### src/rtl/adder_share_ctrl.sv
// Shares one external 8-bit CLA slice between two requesters, sequencing
// 8-bit ops in one adder pass and 16-bit ops in two with a registered carry.
module adder_share_ctrl #(
  parameter int unsigned ADDW = 8
) (
  input  logic                clk,
  input  logic                rst,
  input  logic [1:0]          req_valid,
  output logic [1:0]          req_ready,
  input  logic [2*ADDW-1:0]   req_a0,
  input  logic [2*ADDW-1:0]   req_b0,
  input  logic [2*ADDW-1:0]   req_a1,
  input  logic [2*ADDW-1:0]   req_b1,
  input  logic [1:0]          req_sub,
  input  logic [1:0]          req_wide,
  output logic [ADDW-1:0]     add_a,
  output logic [ADDW-1:0]     add_b,
  output logic                add_ci,
  input  logic [ADDW-1:0]     add_s,
  input  logic                add_co,
  output logic                rsp_valid,
  input  logic                rsp_ready,
  output logic                rsp_id,
  output logic [2*ADDW-1:0]   rsp_sum,
  output logic                rsp_co,
  output logic                rsp_of
);

  localparam int unsigned OPW = 2 * ADDW;

  typedef enum logic [1:0] {IDLE, LO, HI, RESP} state_t;

  state_t          state;
  logic [ADDW-1:0] a_hi;
  logic [ADDW-1:0] bc_hi;
  logic [ADDW-1:0] sum_lo;
  logic            wide_q;
  logic            id_q;
  logic            last_grant;

  logic [1:0]      grant;
  logic            accept;
  logic            sel;
  logic [OPW-1:0]  sel_a;
  logic [OPW-1:0]  sel_bc;
  logic            sel_sub;
  logic            sel_wide;
  logic            pass_of;

  // Round-robin grant, only offered while idle
  always_comb begin
    grant = 2'b00;
    if (state == IDLE) begin
      case (req_valid)
        2'b01:   grant = 2'b01;
        2'b10:   grant = 2'b10;
        2'b11:   grant = last_grant ? 2'b01 : 2'b10;
        default: grant = 2'b00;
      endcase
    end
  end

  assign req_ready = grant;
  assign accept    = |(req_valid & grant);
  assign sel       = grant[1];

  // Operand select and subtract conditioning (B inverted, carry-in 1)
  always_comb begin
    sel_sub  = sel ? req_sub[1]  : req_sub[0];
    sel_wide = sel ? req_wide[1] : req_wide[0];
    sel_a    = sel ? req_a1 : req_a0;
    sel_bc   = sel ? req_b1 : req_b0;
    if (sel_sub) sel_bc = ~sel_bc;
  end

  // Signed overflow of the pass currently on the adder
  assign pass_of = (add_a[ADDW-1] == add_b[ADDW-1]) && (add_s[ADDW-1] != add_a[ADDW-1]);

  always_ff @(posedge clk) begin
    if (rst) begin
      state      <= IDLE;
      a_hi       <= '0;
      bc_hi      <= '0;
      sum_lo     <= '0;
      wide_q     <= 1'b0;
      id_q       <= 1'b0;
      last_grant <= 1'b1;
      add_a      <= '0;
      add_b      <= '0;
      add_ci     <= 1'b0;
      rsp_valid  <= 1'b0;
      rsp_id     <= 1'b0;
      rsp_sum    <= '0;
      rsp_co     <= 1'b0;
      rsp_of     <= 1'b0;
    end else begin
      case (state)
        IDLE: begin
          if (accept) begin
            a_hi       <= sel_a[OPW-1:ADDW];
            bc_hi      <= sel_bc[OPW-1:ADDW];
            wide_q     <= sel_wide;
            id_q       <= sel;
            last_grant <= sel;
            add_a      <= sel_a[ADDW-1:0];
            add_b      <= sel_bc[ADDW-1:0];
            add_ci     <= sel_sub;
            state      <= LO;
          end
        end
        LO: begin
          sum_lo <= add_s;
          if (wide_q) begin
            add_a  <= a_hi;
            add_b  <= bc_hi;
            add_ci <= add_co;
            state  <= HI;
          end else begin
            add_a     <= '0;
            add_b     <= '0;
            add_ci    <= 1'b0;
            rsp_valid <= 1'b1;
            rsp_id    <= id_q;
            rsp_sum   <= {{ADDW{1'b0}}, add_s};
            rsp_co    <= add_co;
            rsp_of    <= pass_of;
            state     <= RESP;
          end
        end
        HI: begin
          add_a     <= '0;
          add_b     <= '0;
          add_ci    <= 1'b0;
          rsp_valid <= 1'b1;
          rsp_id    <= id_q;
          rsp_sum   <= {add_s, sum_lo};
          rsp_co    <= add_co;
          rsp_of    <= pass_of;
          state     <= RESP;
        end
        RESP: begin
          if (rsp_ready) begin
            rsp_valid <= 1'b0;
            state     <= IDLE;
          end
        end
        default: state <= IDLE;
      endcase
    end
  end

endmodule

### config.mk
export PLATFORM = sky130hd
export DESIGN_NAME = adder_share_ctrl
export DESIGN_NICKNAME = d
export VERILOG_FILES = /design/src/rtl/adder_share_ctrl.sv
export SDC_FILE = /design/constraint.sdc
export NUM_CORES = 1
export LEC_CHECK = 0
export CAP_MARGIN = 20
export CORE_AREA = 2 2 111 70
export CTS_CLUSTER_DIAMETER = 50
export CTS_CLUSTER_SIZE = 14
export DETAILED_ROUTE_END_ITERATION = 12
export DIE_AREA = 0 0 113 72
export GPL_TIMING_DRIVEN = 0
export PLACE_DENSITY_LB_ADDON = 0.15
export SLEW_MARGIN = 10
export SYNTH_ARGS = -nofsm -noshare
export SYNTH_HDL_FRONTEND = slang
export SYNTH_SLANG_ARGS = --single-unit
### constraint.sdc
create_clock -name clk -period 3.4 [get_ports clk]
set_input_delay 0.85 -clock clk [delete_from_list [all_inputs] [get_ports clk]]
set_output_delay 0.85 -clock clk [all_outputs]
set_load 0.01 [all_outputs]
==> impl_results.md, run 1 <==
* Status: complete, but fails checks
* Violated checks: design-rule violations
* Syn-to-layout area delta at 47.29%
* Commonest non-fill, non-tap cell in the layout: clkdlybuf4s50_1
* Count of pins over their slew limit at 0
* Adder-Cell Fraction of Synth Area at 0.02259
* Simple-Gate Fraction of Synth Area at 0.1491
* DIE AREA at 8136 um^2
* Hold path depth at 1
* Post-synthesis compound-gate area fraction at 0.2218
* Syn avg cell area at 8.587 um^2
* Number of global-route vias before repair at 3307
* CP max FO at 10
* Fin Setup TNS at 0 ns
* Clk_skew at 0.003530 ns
* Root buffer cell: clkbuf_16
* Number of synthesized flops with an enable pin at 0
* Worst hold-check path type: reg2reg
* FF-to-FF path depth at 7
* Leak pwr at 0.001881 uW
* CP Capture Type: primary output
* # diodes at 0
* CP Buf/Inv Count at 4
* Post-Route WL at 10260 um
* Core Area at 7087 um^2
* Nets at 604
* Drt first pass iters at 9
* CP Depth at 6
* Htree depth at 3
* Slew @ Worst Pin at 0.8782 ns
* Largest net degree at the start of global routing at 11
* Final setup viols at 0
* Leading area contributor after synthesis: dfxtp_1
* Synth Instances at 387
* Worst slew margin relative to its limit at 0.4133
* # IOs at 121
* Synth Area in XOR/XNOR at 0.08434
* GR Overflow Total at 0
* Final core utilization at 0.6907
* Top delay family on crit path: buffers and inverters
* Crit path kind: in2out
* Port buffer count at 117
* RePlAce Congestion at 0.8972
* Clk sinks at 66
* Clk slew on worst S/H paths at 0.05 ns
* Global-route wire length before repair at 16190 um
* Min Tclk post-route at 3.298 ns
* CP startpoint kind: primary input
* Synth Warn # at 0
* Starting Density at 0.4689
* CTS tree: done
* Drt drc at 3
* Sequential area share after synthesis at 0.3976
* Iter 0 DRT Violations at 211
* #FFs+latches synth at 66
* CTS buffer count at 9
* Power Dens Cells at 763.0 nW/um^2
* Die H at 72 um
* Slowest CP cell: clkdlybuf4s50_1
* Ys async rst share at 0
* Fmax at 303.2 MHz
* Worst path cell trace: clkdlybuf4s15_1, a21boi_4, nand2_4, clkinv_2, buf_4, clkdlybuf4s50_1
* Critical Path RT at 2.55 ns
* Final Hold Fails at 0
* Primary FF master, synth: dfxtp_1
* Max cap viols at 0
* Worst path max stage delay at 0.56 ns
* Via count at 3338
* Top cells by area, synth: dfxtp_1 40%, mux2i_1 7.5%, xnor2_1 6.3%, nand2_1 4.9%, a21oi_1 4.7%
* GRT Util Overall at 0.2564
* CTS max path bufs at 2
* Layout cells sized above 1 at 0.05780
* Main combinational cell family by area after synthesis: compound AO/OA/AOI/OAI gates
* Clk_lat worst skew at 0.33 ns
* Initial antenna violation count at 0
* CTS Hold Bufs at 0
* Multiplexer share of the synthesized area at 0.07530
* Post-synth top area share at 0.3976
* Cell Area, Synth at 3323 um^2
* CP arrival at 2.45 ns
* Vias per inst at 5.472
* Final Cycle Share at 0.9700
* Detail Route Antenna Nets at 0
* Num rows at 24
* Maximum vdd drop at 0.0003877 V
* WL per Instance at 16.81 um
* Mapped Nets at 475
* Most frequent cells in the layout: 115 x clkdlybuf4s50_1, 66 x dfxtp_1, 43 x nand2_1
* Die Span X at 113 um
* Post-synth cell types at 37
* RSZ-0062 raised after global routing: false
* DP HPWL at 7644 um
-- what timing repair did --
| action | CTS | global route |
|---|---|---|
| setup buffers | 1 | 0 |
| endpoints found under the setup margin | 2 | 1 |
| gates resized for setup | 3 | 1 |
| endpoints found under the hold margin | 0 | 0 |
-- path summary, 6_finish.rpt --
check | startpoint | endpoint | slack, ns
setup / recovery | req_valid[1] | req_ready[1] | 0.10
hold / removal | bc_hi[3] | bc_hi[3] | 0.46
setup reg to reg | state[1] | add_ci | 1.17
hold reg to reg | bc_hi[3] | bc_hi[3] | 0.46
-- Yosys cell counts (2+ instances only) --
master,number
and3_1,2
a31oi_1,9
a211oi_1,9
o22ai_1,8
buf_4,2
buf_2,7
nand2b_1,10
o21a_1,2
xnor2_1,24
nor3_1,2
xor2_1,8
clkbuf_1,18
nand2_1,43
o21ai_0,11
and2_1,9
a32o_1,8
a21oi_1,31
ha_1,6
inv_1,5
a311oi_1,9
dfxtp_1,66
mux2i_1,25
nor2_1,41
a22oi_1,18
buf_1,2
-- registers in the layout, summed over array words and instances, names as in the netlist --
register and flops:
a_hi 8, add_a 8, add_b 8, add_ci 1
bc_hi 8, id_q 1, last_grant 1, rsp_co 1
rsp_id 1, rsp_of 1, rsp_sum 16, rsp_valid 1
state 2, sum_lo 8, wide_q 1
-- per-layer routing --
layer	global-route usage	part of all wire	vias to the layer above
li1	-	-	1614
met1	0.3436	0.46	1568
met2	0.4105	0.45	143
met3	0.06600	0.083	13
met4	0.08266	0.012	0
met5	0	0	-
-- stage by stage --
| step | cell area (um^2) | worst slack [ns] | instances | total power [uW] | hold slack [ns] |
|---|---|---|---|---|---|
| 2_1_floorplan | 3323 | 1.063 | 387 | 2127 | 0.4249 |
| 3_3_place_gp | 4608 | -0.2839 | 595 | 2806 | 0.4363 |
| 3_5_place_dp | 4608 | -0.3208 | 595 | 2855 | 0.4430 |
| 4_1_cts | 4893 | 0.09475 | 610 | 3731 | 0.4567 |
| 5_1_grt | 4895 | 0.02560 | 610 | 3940 | 0.4726 |
| 6_report | 4895 | 0.1020 | 610 | 3735 | 0.4564 |
-- logic make-up after synthesis --
| group | after synthesis |
|---|---|
| compound gates | 109 |
| xor+xnor | 32 |
| fa+ha+maj | 6 |
| buf+inv | 37 |
| flops | 66 |
| mux | 25 |
| simple gates | 112 |
-- cell type report --
| class | instances | area, um^2 |
|---|---|---|
| fill | 595 | 2192 |
| sequential | 66 | 1321 |
| multi-input combinational | 284 | 1838 |
| tap | 91 | 113.9 |
| clock inverter | 2 | 12.51 |
| inverter | 7 | 27.53 |
| clock buffer | 12 | 266.5 |
| buffer | 30 | 137.6 |
| timing repair buffer | 118 | 1177 |
-- power breakdown --
group	leakage [uW]	internal [uW]	switching, uW
registers	0.000543	1050	178
clock network	0.000137	543	322
logic	0.00120	790	852
No activity file was read; power rests on OpenSTA's default activity.
==> run 2, diff against run 1 <==
RECOVER_POWER = 100   (was unset)
==> impl_results.md, run 2 (synthesized netlist as in run 1, its figures left out) <==
* CP startpoint kind: primary input
* Leak pwr at 0.001970 uW
* Power Dens Cells at 749.2 nW/um^2
* CP Capture Type: primary output
* Status: complete, but fails checks
* Drt first pass iters at 9
* Clk_lat worst skew at 0.33 ns
* Most frequent cells in the layout: 77 x clkdlybuf4s50_1, 66 x dfxtp_1, 43 x nand2_1
* GR Overflow Total at 0
* Detail Route Antenna Nets at 0
* CTS Hold Bufs at 0
* Starting Density at 0.4689
* Crit path kind: in2out
* Critical Path RT at 2.55 ns
* Nets at 604
* CP max FO at 10
* CP arrival at 2.45 ns
* CTS buffer count at 9
* Post-Route WL at 10280 um
* Largest net degree at the start of global routing at 11
* Worst path cell trace: clkdlybuf4s15_1, a21boi_4, nand2_4, clkinv_2, buf_4, clkdlybuf4s50_1
* Global-route wire length before repair at 16190 um
* Final setup viols at 0
* Slew @ Worst Pin at 0.8522 ns
* CP Buf/Inv Count at 4
* Final Cycle Share at 0.9708
* Clk_skew at 0.004310 ns
* Violated checks: design-rule violations
* Layout cells sized above 1 at 0.05202
* Final worst slack at 0.09924 ns
* Drt drc at 3
* Clk sinks at 66
* Die Span X at 113 um
* # IOs at 121
* Iter 0 DRT Violations at 231
* Final Hold Fails at 0
* Count of pins over their slew limit at 0
* Port buffer count at 117
* # diodes at 0
* Num rows at 24
* Top reg by flops: rsp_sum
* WL per Instance at 16.85 um
* CTS max path bufs at 2
* Fin Setup TNS at 0 ns
* Syn-to-layout area delta at 47.10%
* Core Area at 7087 um^2
* Max cap viols at 0
* Top delay family on crit path: buffers and inverters
* Initial antenna violation count at 0
* Slowest CP cell: clkdlybuf4s50_1
* Number of global-route vias before repair at 3307
* Vias per inst at 5.482
* Htree depth at 3
* Min Tclk post-route at 3.301 ns
* Via count at 3344
* Commonest non-fill, non-tap cell in the layout: clkdlybuf4s50_1
* Max reg flops at 16
* DIE AREA at 8136 um^2
* GRT Util Overall at 0.2564
* Clk slew on worst S/H paths at 0.05 ns
* Dpl ws at -0.3208 ns
* Maximum vdd drop at 0.0003835 V
* Worst hold-check path type: reg2reg
* Worst path max stage delay at 0.56 ns
* RSZ-0062 raised after global routing: false
* Fillcell total at 599
* Die H at 72 um
* Worst slew margin relative to its limit at 0.4307
* RePlAce Congestion at 0.8972
* DP HPWL at 7644 um
* Root buffer cell: clkbuf_16
* CTS tree: done
* Fmax at 303.0 MHz
-- run 2: timing repair --
action | 4_1_cts | 5_1_grt
pin swaps | 0 | 0
gates resized for setup | 3 | 1
endpoints found under the setup margin | 2 | 1
buffers inserted | 1 | 0
-- run 2: final timing paths --
path	start	slack, ns	cells after the start	to
max reg2reg	state[1]	1.17	7	add_b[4]
min reg2reg	bc_hi[3]	0.46	1	bc_hi[3]
min	bc_hi[3]	0.46	1	bc_hi[3]
max	req_valid[1]	0.1	6	req_ready[1]
-- run 2: per-stage QoR --
step	area (um^2)	util	cells	power [uW]	hold WS [ns]
CTS	4893	0.6905	610	3731	0.4567
floorplan	3323	-	387	2127	0.4249
finish	4888	0.6898	610	3662	0.4560
detailed placement	4608	0.6502	595	2855	0.4430
global route	4888	0.6898	610	3868	0.4726
global placement	4608	0.6502	595	2806	0.4363
-- run 2: metal layers --
layer | vias up | wire length [um] | global-route usage
met5 | - | 0 | 0
met2 | 131 | 4632 | 0.4105
met4 | 0 | 124 | 0.08266
met1 | 1575 | 4776 | 0.3436
met3 | 17 | 744 | 0.06600
li1 | 1621 | - | -
-- run 2: power breakdown --
group	internal (uW)	switching [uW]	leakage (uW)
clock	543	321	0.000137
sequential	1050	170	0.000543
combinational	725	854	0.00129
-- run 2: area by class of cell --
type	count	area [um^2]	share of cell area
sequential	66	1321	0.2703
timing repair buffer	118	1174	0.2401
multi-input combinational	284	1838	0.3760
inverter	7	27.53	0.005631
buffer	30	135.1	0.02764
clock buffer	12	266.5	0.05452
tap	91	113.9	0.02329
clock inverter	2	12.51	0.002560
